### src/rtl/gate_test_pkg.sv
// gate_test_pkg: shared types and truth tables for the 2-input gate sweeper
package gate_test_pkg;
  typedef enum logic [1:0] {IDLE, APPLY, CHECK, FINISH} sweep_state_t;
  typedef logic [1:0] vec_idx_t;
  localparam logic [3:0] TT_AND  = 4'b1000;
  localparam logic [3:0] TT_NAND = 4'b0111;
  localparam logic [3:0] TT_OR   = 4'b1110;
  localparam logic [3:0] TT_NOR  = 4'b0001;
  localparam logic [3:0] TT_XOR  = 4'b0110;
endpackage

### src/rtl/sweep_timer.sv
// sweep_timer: loadable 4-bit down-counter with zero flag
module sweep_timer (
  input  logic       clk,
  input  logic       rst_n,
  input  logic       load,
  input  logic       dec,
  input  logic [3:0] loadVal,
  output logic [3:0] value,
  output logic       zero
);
  always_ff @(posedge clk or negedge rst_n)
    if (!rst_n) value <= 4'd0;
    else if (load) value <= loadVal;
    else if (dec) value <= value - 4'd1;
  assign zero = value == 4'd0;
endmodule

### src/rtl/gate_sweep_ctrl.sv
// gate_sweep_ctrl: drives a 2-input gate through all vectors and checks outY
module gate_sweep_ctrl
  import gate_test_pkg::*;
#(
  parameter logic [3:0] EXPECT = TT_AND,
  parameter int SETTLE_CYCLES = 1
) (
  input  logic       clk,
  input  logic       rst_n,
  input  logic       start,
  input  logic       abort,
  output logic       drvA,
  output logic       drvB,
  input  logic       gateY,
  output logic       busy,
  output logic       done,
  output logic       pass,
  output logic [3:0] fail_mask,
  output logic [2:0] err_count
);
  localparam logic [3:0] RELOAD = 4'(SETTLE_CYCLES - 1);
  sweep_state_t state;
  vec_idx_t idx;
  logic [3:0] timerVal, newMask;
  logic timerZero, timerLoad, timerDec, miss;
  assign miss = gateY != EXPECT[idx];
  assign newMask = fail_mask | (miss ? 4'b0001 << idx : 4'b0000);
  assign timerLoad = (state == IDLE && start) || (state == CHECK && idx != 2'd3);
  assign timerDec = state == APPLY && timerVal != 4'd0;
  sweep_timer u_timer (
    .clk(clk), .rst_n(rst_n), .load(timerLoad), .dec(timerDec),
    .loadVal(RELOAD), .value(timerVal), .zero(timerZero)
  );
  always_ff @(posedge clk or negedge rst_n) begin
    if (!rst_n) begin
      state <= IDLE;
      idx <= 2'd0;
      {drvA, drvB} <= 2'b00;
      busy <= 1'b0;
      done <= 1'b0;
      pass <= 1'b0;
      fail_mask <= 4'd0;
      err_count <= 3'd0;
    end else begin
      done <= 1'b0;
      case (state)
        IDLE: if (start) begin
          state <= APPLY;
          idx <= 2'd0;
          {drvA, drvB} <= 2'b00;
          busy <= 1'b1;
          pass <= 1'b0;
          fail_mask <= 4'd0;
          err_count <= 3'd0;
        end
        APPLY: if (abort) begin
          state <= IDLE;
          busy <= 1'b0;
          {drvA, drvB} <= 2'b00;
          pass <= 1'b0;
        end else if (timerZero) state <= CHECK;
        CHECK: begin
          // the sample taken in this cycle is kept even when aborting
          fail_mask <= newMask;
          if (miss) err_count <= err_count + 3'd1;
          if (abort || idx == 2'd3) begin
            state <= abort ? IDLE : FINISH;
            busy <= 1'b0;
            done <= !abort;
            pass <= !abort && newMask == 4'd0;
            {drvA, drvB} <= 2'b00;
          end else begin
            state <= APPLY;
            idx <= idx + 2'd1;
            {drvA, drvB} <= idx + 2'd1;
          end
        end
        FINISH: state <= IDLE;
        default: state <= IDLE;
      endcase
    end
  end
endmodule

### config.mk
export PLATFORM = sky130hd
export DESIGN_NAME = gate_sweep_ctrl
export DESIGN_NICKNAME = d
export VERILOG_FILES = /design/src/rtl/gate_test_pkg.sv /design/src/rtl/sweep_timer.sv /design/src/rtl/gate_sweep_ctrl.sv
export SDC_FILE = /design/constraint.sdc
export NUM_CORES = 1
export LEC_CHECK = 0
export CAP_MARGIN = 20
export CELL_PAD_IN_SITES_DETAIL_PLACEMENT = 2
export CELL_PAD_IN_SITES_GLOBAL_PLACEMENT = 2
export CORE_MARGIN = 5
export CORE_UTILIZATION = 30
export DETAILED_ROUTE_END_ITERATION = 8
export PLACE_DENSITY = 0.84
export SYNTH_ARGS = -nofsm -noshare
export SYNTH_HDL_FRONTEND = slang
export SYNTH_HIERARCHICAL = 1
export SYNTH_SLANG_ARGS = --single-unit
### constraint.sdc
create_clock -name clk -period 1.6 [get_ports clk]
set_input_delay 0.32 -clock clk [delete_from_list [all_inputs] [get_ports clk]]
set_output_delay 0.32 -clock clk [all_outputs]
set_load 0.05 [all_outputs]
### After elaboration in Yosys (flattened, before gate mapping)

Index checks and enable logic that the tools add are counted.
W data, S select, Z words.

* equality and inequality tests: 12
* multiplexer cells: 32
* shift operators: 1
* $add $sub $neg: 3
* reductions and logical operators: 20
* bitwise logic cells: 1
* $lt $le $gt $ge: 1

Operator list (number)
* $mux W4: 4
* $mux W2: 7
* $pmux W1 S3: 4
* $mux W1: 10
* $ne A2 B2 Y1 const B: 5
* $reduce_and A3 Y1: 3
* $logic_not A4 Y1: 2
* $pmux W2 S4: 1
* $pmux W4 S2: 1
* $eq A2 B2 Y1 const B: 3
* $mux W3: 2
* $pmux W3 S2: 1
* $logic_and A1 B1 Y1: 4
* $or A4 B4 Y4: 1
* $pmux W2 S2: 1
* $reduce_and A2 Y1: 2
* $reduce_and A4 Y1: 1
* $reduce_bool A2 Y1: 2
* $reduce_bool A4 Y1: 1
* $shl A1 B2 Y4 const A: 1
* $sub A4 B1 Y4 const B: 1
* $add A3 B1 Y3 const B: 1
* $lt A2 B3 Y1 const B: 1
* $ne A3 B3 Y1 const B: 1
* 9 further kinds: 10

* logic and storage cells: 80
* input port bits: 5
* output and inout bits: 12
* register bits after elaboration: 20

### Depth between registers and ports, before layout

* depth in word-level cells: 9
* depth in mapped cells: 6
* mapped depth without buffers: 6

### Modules after synthesis

Netlist, hierarchy kept.

Modules (own cells, without submodules)
* gate_sweep_ctrl: times used 1, cells each 98, seq. area each 400.4 sq um, area each 952.2 sq um
* sweep_timer: times used 1, cells each 21, seq. area each 100.1 sq um, area each 230.2 sq um

### Worst setup path after synthesis

OpenSTA, ideal clock, no wires.

* path type: reg2reg
* start: register u_timer.value[0]
* end: register u_timer.value[3]
* data arrival time: 1.417 ns
* period minus slack after synthesis: 1.542 ns
* setup slack: 0.058 ns
* required time: 1.475 ns
* library setup time: 0.125 ns
* path buffers: 0
* cell stages (with the launch flop): 5
* cells stage by stage: dfrtp_1 > o41a_1 > nor4b_4 > xor2_1 > mux2_2

* word-level cells in the longest chain between the ends: 3
* elaborated cells between the ends (all ways): 6
* those cells by class: add/sub (1); mux (2); reduce/logical (3)

Ends and longest elaborated chain
* start: declaration: line sweep_timer.sv:8 `output logic [3:0] value,`
* start signal: assignment: line sweep_timer.sv:13 `else if (load) value <= loadVal;`
* start signal: assignment: line sweep_timer.sv:14 `else if (dec) value <= value - 4'd1;`
* $reduce_bool A4 Y1: line gate_sweep_ctrl.sv:29 `assign timerDec = state == APPLY && timerVal != 4'd0;`
* $logic_and A1 B1 Y1: line gate_sweep_ctrl.sv:29
* net timerDec: line gate_sweep_ctrl.sv:25 `logic timerZero, timerLoad, timerDec, miss;`
* $reduce_bool A2 Y1 (no line)

The timed path passes the listed nets, and every way through them passes these cells. The select of a mux whose other input is x is not followed.
A chain may end at the register's enable or synchronous reset.

### Final worst setup path

* start: register state[0]
* end: register err_count[2]

* word-level cells in the longest chain between the ends: 3
* elaborated cells between the ends (all ways): 7
* those cells by class: eq/ne (3); mux (1); reduce/logical (3)

Ends and longest elaborated chain
* start: declaration: line gate_sweep_ctrl.sv:22 `sweep_state_t state;`
* start signal: assignment: line gate_sweep_ctrl.sv:67 `state <= abort ? IDLE : FINISH;`
* $eq A2 B2 Y1 / $logic_not A2 Y1 (equally long branches): line gate_sweep_ctrl.sv:46 `case (state)`
* $ne A2 B2 Y1 (no line) / $reduce_bool A2 Y1 (equally long branches)
* $reduce_and A3 Y1 (no line)
* end signal: assignment: line gate_sweep_ctrl.sv:65 `if (miss) err_count <= err_count + 3'd1;`
* end: declaration: line gate_sweep_ctrl.sv:19 `output logic [2:0] err_count`

Parallel ways exist; a longest one is shown, timed or not.

==> reports/results.tsv <==
metric	value	unit
P_int	1.53	mW
Core Region	3740	µm²
GP Congestion	0.825	
most frequent cells in the layout	buf_4, dfrtp_1, nand2_1	
Avg Synthesized Cell Area	9.94	µm²
final instance area	1810	µm²
DIE HEIGHT	72.8	µm
gr ovfl total	0	
post-layout util	48.3	%
DRC Markers	0	
port buffer count	16	
Tcrit/Tclk final	102	%
Worst Hold Class	in2async	
diode count	0	
failing checks	negative setup slack	
Worst Setup Start Kind	flip-flop	
Mapped Area	1180	µm²
CTS buffer count	3	
Initial Util	31.6	%
Pleak	0.845	nW
Gate Count Post-Synth	119	
pre-CTS setup slack	-0.209	ns
outcome	finished with violations	
routed vias	1063	
P_sw	1.02	mW
CTS clk-pin slew, worst paths	0.08	ns
CTS tree	done	
nets	183	
Final Hold Vio Count	0	
RSZ-0062 raised after global routing	true	
row cnt	22	
pwr/cell area	1410	nW/µm²
met3 Use GR	2.62	%
commonest non-fill, non-tap cell in the layout	buf_4	
Seq pwr share	28.6	%
clock group share of total power	20.9	%
sequential share of the synthesized area	42.3	%
largest net degree at the start of global routing	21	
Max Freq	0.614	GHz
max-slew violations	0	
Worst Path Required	1.76	ns
dpl hpwl	2850	µm
drt total wl	4410	µm
DR iter-0 viols	26	
critical path data arrival time	1.79	ns
global routing's busiest layer	met2	
CP Capture Type	flip-flop	
CTS max path bufs	2	
clk sinks	20	
1st-pass router iterations	4	
fin crit period	1.63	ns
GRT Total Usage	17.4	%
Clock Skew	0.00497	ns
worst vdd rail ir drop	0.00102	V
die width	72.8	µm
Gate power share	50.5	%
GR Util met2	31.5	%
I/O pin count	17	
number of max-cap violations	0	
Placed Area	1610	µm²
initial antenna violation count	0	
endpoints failing setup	5	
CP max FO	4	
die area	5300	µm²
Clk Latency, worst-skew pair	0.27	ns
hold slack	0.387	ns
Root Buffer	clkbuf_8	
Via density	4.99	
antenna-violating nets left	0	
vias in the first global route	1239	
#FFs+latches synth	20	
WL per Instance	20.7	µm
crit path kind	reg2reg	
switching share of power	40.0	%
H-Tree Depth	1	
Area Overhead vs Synth	53.0	%
met1 usage	20.6	%
share of cells above drive strength 1	38.2	%
post-synth cell types	32	
final worst-path setup slack	-0.0279	ns
Synth Warn #	6	
first-pass GRT wire length	6860	µm
-- through the flow --
stage / std cells / setup TNS [ns] / power [mW]
2_1_floorplan: 122 / 0 / 1.28
3_3_place_gp: 204 / -0.342 / 1.64
3_5_place_dp: 204 / -1.59 / 1.74
4_1_cts: 211 / -0.0603 / 2.37
5_1_grt: 213 / -0.414 / 2.67
6_report: 213 / -0.0577 / 2.55
-- critical path, cell delays in order, from the launching register on --
cell and delay (ns):
dfrtp_1 0.41, inv_2 0.13, ha_2 0.27, nor2b_4 0.19, nor2_1 0.07, mux2_4 0.27
a22o_1 0.18
-- cell families after synthesis --
kind of cell | count (synthesis) | synth area share [%]
AND/OR/NAND/NOR | 37 | 17.1
AO/OA/AOI/OAI | 27 | 14.0
flip-flops | 20 | 42.3
adder cells (fa/ha/maj) | 12 | 12.7
buffers and inverters | 10 | 3.17
multiplexers | 7 | 6.67
XOR/XNOR | 5 | 3.70
other | 1 | 0.317
-- Yosys cell counts, drive strengths merged --
cell type | n | area share [%]
a21oi | 3 | 1.3
a22o | 4 | 3.0
and2 | 1 | 0.53
and2b | 1 | 0.64
and3 | 1 | 0.53
and3b | 1 | 0.74
clkbuf | 1 | 0.32
conb | 1 | 0.32
dfrtp | 20 | 42
ha | 12 | 13
inv | 9 | 2.9
mux2 | 4 | 4.1
mux2i | 3 | 2.5
nand2 | 14 | 4.4
nand2b | 4 | 2.3
nand3 | 2 | 0.85
nand4 | 1 | 0.53
nor2 | 5 | 1.6
nor2b | 1 | 0.53
nor3 | 3 | 1.3
nor3b | 1 | 0.64
nor4 | 1 | 0.53
nor4b | 1 | 2.0
o2111ai | 1 | 0.74
o21a | 1 | 0.64
o21ai | 16 | 6.8
o31ai | 1 | 0.64
o41a | 1 | 0.95
xnor2 | 2 | 1.5
xor2 | 3 | 2.2
-- power groups by stage --
stage	combinational [mW]	sequential, mW	clock [mW]
2_1_floorplan	0.502	0.774	0
3_3_place_gp	0.942	0.697	0
3_5_place_dp	1.02	0.712	0
4_1_cts	1.12	0.708	0.540
5_1_grt	1.37	0.742	0.560
6_report	1.29	0.729	0.532
-- registers in the layout, summed over array words and instances (netlist names) --
| name | cells |
|---|---|
| u_timer/value | 4 |
| busy | 1 |
| drvA | 1 |
| state | 2 |
| pass | 1 |
| idx | 2 |
| done | 1 |
| fail_mask | 4 |
| drvB | 1 |
| err_count | 3 |
-- final timing paths --
kind | slack [ns] | end | depth (start not counted) | startpoint
worst max-delay path | -0.03 | err_count[2]$_DFFE_PN0P_ | 6 | state[0]$_DFFE_PN0P_
worst min-delay path | 0.39 | state[0]$_DFFE_PN0P_ | 2 | rst_n
worst max register to register | -0.03 | err_count[2]$_DFFE_PN0P_ | 6 | state[0]$_DFFE_PN0P_
worst min register to register | 0.54 | drvB$_DFFE_PN0P_ | 1 | drvB$_DFFE_PN0P_
max in group asynchronous | 0.98 | state[1]$_DFFE_PN0P_ | 2 | rst_n
min in group clk | 0.54 | drvB$_DFFE_PN0P_ | 1 | drvB$_DFFE_PN0P_
-- timing repair --
| action | in CTS | in global routing |
|---|---|---|
| hold buffers | 0 | 0 |
| pin swaps | 2 | 2 |
| resized for setup | 10 | 15 |
| endpoints found under the setup margin | 17 | 17 |
| buffers inserted | 3 | 2 |
-- area by class of cell --
| cell class | count | area (µm²) |
|---|---|---|
| clock buffers | 3 | 41.3 |
| clock inverters | 1 | 30.0 |
| inverters | 9 | 36.3 |
| fillers | 405 | 1930 |
| flip-flops and latches | 20 | 502 |
| multi-input cells | 92 | 742 |
| well taps | 48 | 60.1 |
| repair buffers | 40 | 398 |
-- per-layer routing --
layer,part of all wire (%),vias to the layer above,wire (µm)
li1,-,499,-
met1,41,520,1830
met2,51,29,2250
met3,3.1,15,135
met4,4.4,0,195
met5,0,-,0
No activity file was read; power rests on OpenSTA's default activity.
